==> src/rtl/seg_disp_pkg.sv <==
// Shared constants for the seven-segment display path: lit-high glyph codes,
// the blank code and the bit position of each segment within the 8-bit bus.
package seg_disp_pkg;

    localparam logic [7:0] SEG_HEX_0 = 8'hFC;
    localparam logic [7:0] SEG_HEX_1 = 8'h60;
    localparam logic [7:0] SEG_HEX_2 = 8'hDA;
    localparam logic [7:0] SEG_HEX_3 = 8'hF2;
    localparam logic [7:0] SEG_HEX_4 = 8'h66;
    localparam logic [7:0] SEG_HEX_5 = 8'hB6;
    localparam logic [7:0] SEG_HEX_6 = 8'hBE;
    localparam logic [7:0] SEG_HEX_7 = 8'hE0;
    localparam logic [7:0] SEG_HEX_8 = 8'hFE;
    localparam logic [7:0] SEG_HEX_9 = 8'hF6;
    localparam logic [7:0] SEG_HEX_A = 8'hEE;
    localparam logic [7:0] SEG_HEX_B = 8'h3E;
    localparam logic [7:0] SEG_HEX_C = 8'h9C;
    localparam logic [7:0] SEG_HEX_D = 8'h7A;
    localparam logic [7:0] SEG_HEX_E = 8'h9E;
    localparam logic [7:0] SEG_HEX_F = 8'h8E;

    localparam logic [7:0] SEG_OFF = 8'h00;

    localparam int SEG_A_BIT  = 7;
    localparam int SEG_B_BIT  = 6;
    localparam int SEG_C_BIT  = 5;
    localparam int SEG_D_BIT  = 4;
    localparam int SEG_E_BIT  = 3;
    localparam int SEG_F_BIT  = 2;
    localparam int SEG_G_BIT  = 1;
    localparam int SEG_DP_BIT = 0;

    // Everything except the decimal point; cleared on a blanked digit.
    localparam logic [7:0] SEG_AG_MASK =
        (8'b1 << SEG_A_BIT) | (8'b1 << SEG_B_BIT) | (8'b1 << SEG_C_BIT) |
        (8'b1 << SEG_D_BIT) | (8'b1 << SEG_E_BIT) | (8'b1 << SEG_F_BIT) |
        (8'b1 << SEG_G_BIT);

endpackage

==> src/rtl/hex_seg_decoder.sv <==
// Combinational hex nibble to lit-high segment code; the dp bit is always 0.
module hex_seg_decoder
    import seg_disp_pkg::*;
(
    input  logic [3:0] nibble,
    output logic [7:0] code
);

    always_comb begin
        code = SEG_OFF;
        case (nibble)
            4'h0: code = SEG_HEX_0;
            4'h1: code = SEG_HEX_1;
            4'h2: code = SEG_HEX_2;
            4'h3: code = SEG_HEX_3;
            4'h4: code = SEG_HEX_4;
            4'h5: code = SEG_HEX_5;
            4'h6: code = SEG_HEX_6;
            4'h7: code = SEG_HEX_7;
            4'h8: code = SEG_HEX_8;
            4'h9: code = SEG_HEX_9;
            4'hA: code = SEG_HEX_A;
            4'hB: code = SEG_HEX_B;
            4'hC: code = SEG_HEX_C;
            4'hD: code = SEG_HEX_D;
            4'hE: code = SEG_HEX_E;
            4'hF: code = SEG_HEX_F;
            default: code = SEG_OFF;
        endcase
    end

endmodule

==> src/rtl/seven_seg_scan_driver.sv <==
// Self-scanning multiplexed seven-segment driver with a double-buffered value,
// leading-zero blanking, per-digit dp and break-before-make anode switching.
module seven_seg_scan_driver
    import seg_disp_pkg::*;
#(
    parameter int NUM_DIGITS  = 4,
    parameter int REFRESH_DIV = 50000,
    parameter bit ACTIVE_LOW  = 1'b1
) (
    input  logic                    clk,
    input  logic                    reset,
    input  logic                    en,
    input  logic                    load,
    input  logic [4*NUM_DIGITS-1:0] value,
    input  logic [NUM_DIGITS-1:0]   dp,
    input  logic                    blank_lz,
    output logic [NUM_DIGITS-1:0]   an,
    output logic [7:0]              seg,
    output logic                    frame_done
);

    localparam int DIV_W = $clog2(REFRESH_DIV);
    localparam int IDX_W = (NUM_DIGITS > 1) ? $clog2(NUM_DIGITS) : 1;
    localparam logic [DIV_W-1:0] DIV_LAST = DIV_W'(REFRESH_DIV - 1);
    localparam logic [IDX_W-1:0] IDX_LAST = IDX_W'(NUM_DIGITS - 1);

    logic [DIV_W-1:0]        div;
    logic [IDX_W-1:0]        idx;
    logic [4*NUM_DIGITS-1:0] pend_val, disp_val;
    logic [NUM_DIGITS-1:0]   pend_dp, disp_dp;

    logic                    slot_end, wrap;
    logic [3:0]              nibble;
    logic [7:0]              dec_code;
    logic                    upper_nz, blank;
    logic [NUM_DIGITS-1:0]   an_lit;
    logic [7:0]              seg_lit;

    assign slot_end = en && (div == DIV_LAST);
    assign wrap     = slot_end && (idx == IDX_LAST);
    assign nibble   = disp_val[{idx, 2'b00} +: 4];

    hex_seg_decoder u_dec (
        .nibble (nibble),
        .code   (dec_code)
    );

    // Blank only if this digit and every more-significant digit are zero.
    always_comb begin
        upper_nz = 1'b0;
        for (int j = 0; j < NUM_DIGITS; j++) begin
            if ((IDX_W'(j) >= idx) && (disp_val[4*j +: 4] != 4'h0))
                upper_nz = 1'b1;
        end
        blank = blank_lz && (idx != '0) && !upper_nz;
    end

    always_comb begin
        an_lit = '0;
        for (int j = 0; j < NUM_DIGITS; j++)
            an_lit[j] = en && (div != '0) && (IDX_W'(j) == idx);
        seg_lit = SEG_OFF;
        if (en) begin
            seg_lit             = blank ? (dec_code & ~SEG_AG_MASK) : dec_code;
            seg_lit[SEG_DP_BIT] = disp_dp[idx];
        end
    end

    always_ff @(posedge clk or posedge reset) begin
        if (reset) begin
            div        <= '0;
            idx        <= '0;
            pend_val   <= '0;
            pend_dp    <= '0;
            disp_val   <= '0;
            disp_dp    <= '0;
            an         <= ACTIVE_LOW ? {NUM_DIGITS{1'b1}} : {NUM_DIGITS{1'b0}};
            seg        <= ACTIVE_LOW ? ~SEG_OFF : SEG_OFF;
            frame_done <= 1'b0;
        end else begin
            if (en) begin
                if (slot_end) begin
                    div <= '0;
                    idx <= (idx == IDX_LAST) ? '0 : idx + 1'b1;
                end else begin
                    div <= div + 1'b1;
                end
            end
            if (load) begin
                pend_val <= value;
                pend_dp  <= dp;
            end
            // A load landing on the wrap cycle goes straight to the display.
            if (wrap) begin
                disp_val <= load ? value : pend_val;
                disp_dp  <= load ? dp : pend_dp;
            end
            an         <= ACTIVE_LOW ? ~an_lit : an_lit;
            seg        <= ACTIVE_LOW ? ~seg_lit : seg_lit;
            frame_done <= wrap;
        end
    end

endmodule

==> config.mk <==
export PLATFORM = sky130hd
export DESIGN_NAME = seven_seg_scan_driver
export DESIGN_NICKNAME = d
export VERILOG_FILES = /design/src/rtl/seg_disp_pkg.sv /design/src/rtl/hex_seg_decoder.sv /design/src/rtl/seven_seg_scan_driver.sv
export SDC_FILE = /design/constraint.sdc
export NUM_CORES = 1
export LEC_CHECK = 0
export CELL_PAD_IN_SITES_DETAIL_PLACEMENT = 1
export CELL_PAD_IN_SITES_GLOBAL_PLACEMENT = 1
export CORE_MARGIN = 4
export CORE_UTILIZATION = 41
export CTS_CLUSTER_DIAMETER = 150
export DETAILED_ROUTE_END_ITERATION = 8
export MAX_ROUTING_LAYER = met4
export PLACE_DENSITY_LB_ADDON = 0.1
export SETUP_SLACK_MARGIN = 0.1
export SLEW_MARGIN = 0
export SYNTH_ARGS = -nofsm -noshare
export SYNTH_HDL_FRONTEND = slang
export SYNTH_SLANG_ARGS = --single-unit
==> constraint.sdc <==
create_clock -name clk -period 2.2 [get_ports clk]
set_input_delay 0.33 -clock clk [delete_from_list [all_inputs] [get_ports clk]]
set_output_delay 0.33 -clock clk [all_outputs]
set_load 0.1 [all_outputs]
==> results.toml <==
[synthesis]
synthXorXnorAreaFrac_pct = 4.36
ys_types = 41
synth_adder_area_share_pct = 4.76
synth_edf_count = 0
synth_area_per_cell_sq_um = 13.2
synth_compound_area_share_pct = 3.77
yosysSeqAreaShare_pct = 52.5
synth-seq-cells = 71
synth_top_family_by_area = "multiplexers"
ys.warnings.count = 0
synth_nets = 296
syn-instance-count = 258
syn_area_sq_um = 3410
synthSimpleGateAreaFrac_pct = 10.5
async_flop_share_pct = 100
synth_mux_area_share_pct = 21.4
synth_ff_type = "dfrtp_1"

[sta]
relSlewSlack_pct = 67.6
skew_ps = 10.6
rsz0062_at_grt = "no"
fmax_mhz = 502
period_share_pct = 90.6
drv_slew = 0
setup_tns_ps = 0
tightestPinTransition_ps = 482
hold_viol = 0
fin_crit_ps = 1990
setup_viol_count_final = 0

[clocking]
clockBufferDepth = 2
cts-root-buf = "clkbuf_8"
clkLatencyLatePin_ps = 350
cts_hold_buf = 0
cts_sinks = 71
htreeDepth = 3
cts_tree = "built"
path_clk_slew_ps = 80
cts_buffers = 9

[power]
p_int_mw = 1.96
pwr-share-clk_pct = 32.5
p_leak_nw = 1.91
power.density_nw_per_um2 = 659
pwr-share-comb_pct = 13.8
p_sw_share_pct = 28.5
peakVddDrop_mv = 0.355
seq_power_share_pct = 53.6
p_switching_mw = 0.784

[detailed_routing]
wl_mm = 7.12
ant_nets = 0
first_pass_iters = 4
routedWlPerCell_um = 16.7
vias_per_cell = 5.06
vias = 2152
first_iter_violations = 73
drc = 0

[worst_setup_path]
cp_max_fo = 6
cp.required_ps = 2460
critPathArrivalTime_ps = 2250
slowest_delay_ps = 590
end_kind = "register"
cp_slowest_cell = "mux4_2"
crit_type = "reg2reg"
path_buf_inv = 1
cpLargestDelayFamily = "multiplexers"
path_cells = "mux4_2, buf_4, ha_1, mux2_2, mux2i_1, nand2_1"
crit_path_start_kind = "register"

[run_status]
status = "finished clean"

[final_layout]
nets = 353
final_cell_mix = "57 x dfrtp_1, 28 x buf_4, 24 x mux2_2, 24 x clkdlybuf4s50_1, 20 x nand2_1"
finalCoreUtilization_pct = 51.0
area_growth_pct = 22.2
mostFrequentLayoutCell = "dfrtp_1"
drive_above_1_share_pct = 36.3
diodes = 0

[placed_design]
hpwl_mm = 5.28
numPortBuffers = 37
gp_congestion = 0.791

[run]
drv_cap = 0

[die]
num_rows = 33
io_pins = 38
core-area_sq_um = 8180
start_util_pct = 41.8
die_h_um = 99.3
die_w_um = 99.3
fp.dieArea_sq_um = 9850

[global_route]
grt_overflow = 0
grt_usage_pct = 16.7
antenna_found_initial = 0
grt_max_degree = 52
grt_pass1_vias = 2327
grt_pass1_wl_mm = 12.3

[worst_hold_path]
hp-class = "in2async"
==> routing by layer <==
layer / global-route usage, % / wire (um)
met5: - / 0
met4: 6.30 / 112
met3: 3.72 / 270
met2: 22.8 / 3100
met1: 24.0 / 3630
==> cells by family after synthesis <==
family                     Yosys count
muxes                               55
adders and majority gates           13
AOI/OAI and AO/OA                   19
buffers and inverters               19
and+or+nand+nor                     64
xor gates and xnor gates            17
DFF                                 71
==> sequential cells by signal, indices dropped and copies added (netlist names) <==
name        count
idx             2
seg             8
div            16
disp_dp         4
disp_val       16
frame_done      1
pend_dp         4
pend_val       16
an              4
==> tightest hold or removal path, stage by stage <==
cell	delay (ps)
clkdlybuf4s50_1	440
clkinvlp_4	110
buf_12	260
==> what timing repair did <==
item / CTS / global route
buffers inserted: 0 / 2
setup endpoints to repair: 0 / 7
gates resized for setup: 0 / 3
==> area by class of cell <==
cell class,instances,area [sq um]
flip-flops and latches,71,1790
clock inverters,6,37.5
well taps,105,131
inverters,10,41.3
clock buffers,10,128
repair buffers,55,510
multi-input cells,168,1530
fillers,872,4000
==> power groups by stage <==
stage	Combinational (mW)	Clock, mW	Sequential, mW
floorplan	0.199	0	1.55
global placement	0.376	0	1.50
detailed placement	0.387	0	1.50
CTS	0.390	0.935	1.48
global route	0.429	0.996	1.49
finish	0.380	0.894	1.47
==> cell usage after synthesis, drive strengths merged, types with 2 or more instances <==
cell type	number	area, sq um
xnor2	8	70.1
nand2	21	81.3
xor2	9	78.8
nor4	5	61.3
clkbuf	3	11.3
mux2	43	556
a21oi	3	15.0
mux2i	8	83.8
nand4	3	33.8
dfrtp	59	1480
buf	6	45.0
nor3	6	35.0
nand3	11	55.1
o21ai	6	30.0
inv	10	37.5
mux4	4	90.1
nor2	12	45.0
o221ai	3	26.3
and3	2	12.5
dfstp	12	315
ha	13	163
==> final timing paths <==
check                                       from                    end  slack [ps]  cells after the start
max                           idx[1]$_DFFE_PP0P_       seg[4]$_DFF_PP1_         210                      6
min                                        reset     div[1]$_DFFE_PP0P_         410                      3
max reg2reg                   idx[1]$_DFFE_PP0P_       seg[4]$_DFF_PP1_         210                      6
min reg2reg                pend_val[8]$_DFF_PP0_  pend_val[8]$_DFF_PP0_         500                      1
max in group asynchronous                  reset        an[3]$_DFF_PP1_        1500                      3
min in group clk           pend_val[8]$_DFF_PP0_  pend_val[8]$_DFF_PP0_         500                      1
==> through the flow <==
step           cell area [sq um]  hold slack (ps)  setup slack [ps]  total power, mW  std cells
2_1_floorplan               3420              460               192             1.75        258
3_3_place_gp                3990              484               109             1.87        407
3_5_place_dp                3990              489              24.2             1.89        407
4_1_cts                     4150              417               171             2.80        423
5_1_grt                     4170              443               109             2.92        425
6_report                    4170              408               208             2.75        425
(Power assumes the default switching activity.)
==> edit: new RTL, same settings <==
`NUM_DIGITS`: 4 -> 8.
--- a/src/rtl/seven_seg_scan_driver.sv
+++ b/src/rtl/seven_seg_scan_driver.sv
@@ -3,7 +3,7 @@
 module seven_seg_scan_driver
     import seg_disp_pkg::*;
 #(
-    parameter int NUM_DIGITS  = 4,
+    parameter int NUM_DIGITS  = 8,
     parameter int REFRESH_DIV = 50000,
     parameter bit ACTIVE_LOW  = 1'b1
 ) (
Ports: changed (resized an, dp and value); port bits go from 38 to 62. No check against the original RTL was run, so the function may have changed too.
==> edit against the original RTL <==
The run now ends with negative setup slack left. Area after synthesis up 52%. Setup slack worse by 0.26 ns. Critical path type unchanged. Sequential cell count up 45. Maximum frequency down 11%. Wire length up 77%. Worst hold slack better by 0.023 ns. Design area up 71%. Largest cell class unchanged. Power up 100%.
==> edit: results (changes against the original RTL) <==
Clock tree:
- The register clock-pin slew on the reported worst setup and hold paths is 0.06 ns (was 0.08 ns).
- The root buffer selected by CTS is clkbuf_16 (was clkbuf_8).
- The clock latency of the later-clocked register in the worst-skew pair was 0.42 ns (was 0.35 ns).
- The CTS buffer count is 17 (was 9).

Logic synthesis:
- Top cell types by occurrence after synthesis: dfrtp_1, mux2_2, nand2_1 (unchanged).
- Cell types occupying the most area after synthesis: dfrtp_1, mux2_2, dfstp_2 (was dfrtp_1, dfstp_2, mux2_4).
- The number of distinct library cells after synthesis is 55 (was 41).

Timing:
- The post-layout worst setup margin was -0.0478 ns (was 0.208 ns).
- The total negative slack is -0.0571 ns (was 0 ns).
- The total of endpoints with negative setup slack in the final report is 2 (was 0).
- The smallest hold slack is 0.430 ns (was 0.408 ns).
- The actual transition at the worst max-transition pin was 0.633 ns (was 0.482 ns).
- The worst clock skew on the final layout was 0.00681 ns (was 0.0106 ns).

Global route:
- The first-pass GRT wire length is 20.7 mm (was 12.3 mm).
- The global routing usage on met3 is 5.94% (was 3.72%).
- The via count of the first global-routing pass is 3904 (was 2327).
- The global-route met2 utilization is 29.8% (was 22.8%).

Run status:
- The final reports fail on negative setup slack.
- Result of the run: complete, but fails checks (was complete, no violations).

Worst setup path:
- The peak per-stage delay on the critical path is 0.43 ns (was 0.59 ns).
- The peak fanout along the critical path is 5 (was 6).
- The worst endpoint data arrival time is 2.59 ns (was 2.25 ns).
- The cell family contributing the most delay on the critical path was simple AND/OR/NAND/NOR gates (was multiplexers).

Routing:
- The final wirelength is 12.6 mm (was 7.12 mm).
- The detailed-route via count was 3529 (was 2152).
- The detailed router's first-iteration violation count came to 179 (was 73).

Placed design:
- The last weighted congestion value of the routability-driven placer is 0.856 (was 0.791).
- The half-perimeter wire length after detailed placement is 8.20 mm (was 5.28 mm).
- The worst setup timing slack at the placement stage came to -0.139 ns (was 0.0242 ns).

Finish:
- Registers with the highest flip-flop counts: disp_val: 32 flops, pend_val: 32 flops, div: 16 flops (was disp_val: 16 flops, div: 16 flops, pend_val: 16 flops).
- The fraction of layout cells with a size suffix above 1 is 46.6% (was 36.3%).
- The net count reported at finish is 561 (was 353).

Pwr:
- The highest ir drop seen on vdd is 427 uV (was 355 uV).
==> edit: cell count changes after synthesis, sizes merged, moves of 6 or more <==
cell	delta
buf	+7
nor4	+6
dfrtp	+41
a21oi	+7
mux2	+41
==> edit: logic make-up (layout without fill, tap and decap cells) <==
| family | after synthesis | count (layout) | share of synthesized area (%) |
|---|---|---|---|
| DFF | 116 | 116 | 56.5 |
| muxes | 97 | 97 | 22.1 |
| and+or+nand+nor | 91 | 91 | 9.48 |
| AOI/OAI and AO/OA | 34 | 34 | 4.57 |
| buffers and inverters | 28 | 155 | 2.49 |
| adders and majority gates | 12 | 12 | 2.90 |
| xor gates and xnor gates | 12 | 12 | 2.03 |
==> edit: worst reg2reg max path, delay by kind of cell (launching register included) <==
kind                     cells  cell delay, ns
adder cells (fa/ha/maj)      1            0.29
flip-flops                   1            0.43
multiplexers                 1            0.43
AO/OA/AOI/OAI                2            0.24
AND/OR/NAND/NOR              2            0.60
buffers and inverters        2            0.18
==> edit: final timing paths <==
kind	start	end	cells past startpoint
worst min-delay path	reset	pend_dp[3]	3
worst max-delay path	idx[2]	seg[4]	8
worst min register to register	pend_val[0]	pend_val[0]	1
min in group clk	load	pend_val[22]	3
worst max register to register	idx[2]	seg[4]	8
max in group asynchronous	reset	idx[2]	3
==> edit: metrics by stage <==
| step | std cells | power [W] |
|---|---|---|
| floorplan | 390 | 0.00262 |
| global placement | 645 | 0.00278 |
| detailed placement | 645 | 0.00280 |
| CTS | 684 | 0.00567 |
| global route | 685 | 0.00583 |
| finish | 685 | 0.00559 |
==> edit: where the power goes <==
group	leakage, nW	internal [W]	switching, W
clock	0.304	0.00187	0.000960
sequential	1.45	0.00226	0.0000758
combinational	1.51	0.000209	0.000216
==> edit: layout make-up <==
type / instances / area share, %
clock buffers: 24 / 7.31
multi-input cells: 246 / 32.6
repair buffers: 111 / 14.1
well taps: 168 / 2.94
flip-flops and latches: 116 / 41.0
inverters: 12 / 0.753
clock inverters: 8 / 1.33
==> edit: per-layer routing <==
metal	wire (um)	share of wire, %
met1	5590	44
met2	6260	50
met3	515	4.1
met4	204	1.6
met5	0	0
==> edit: what timing repair did <==
| action | in CTS | in global routing |
|---|---|---|
| setup endpoints to repair | 8 | 48 |
| gates resized for setup | 23 | 10 |
| buffers inserted | 7 | 1 |
| pin swaps | 6 | 5 |
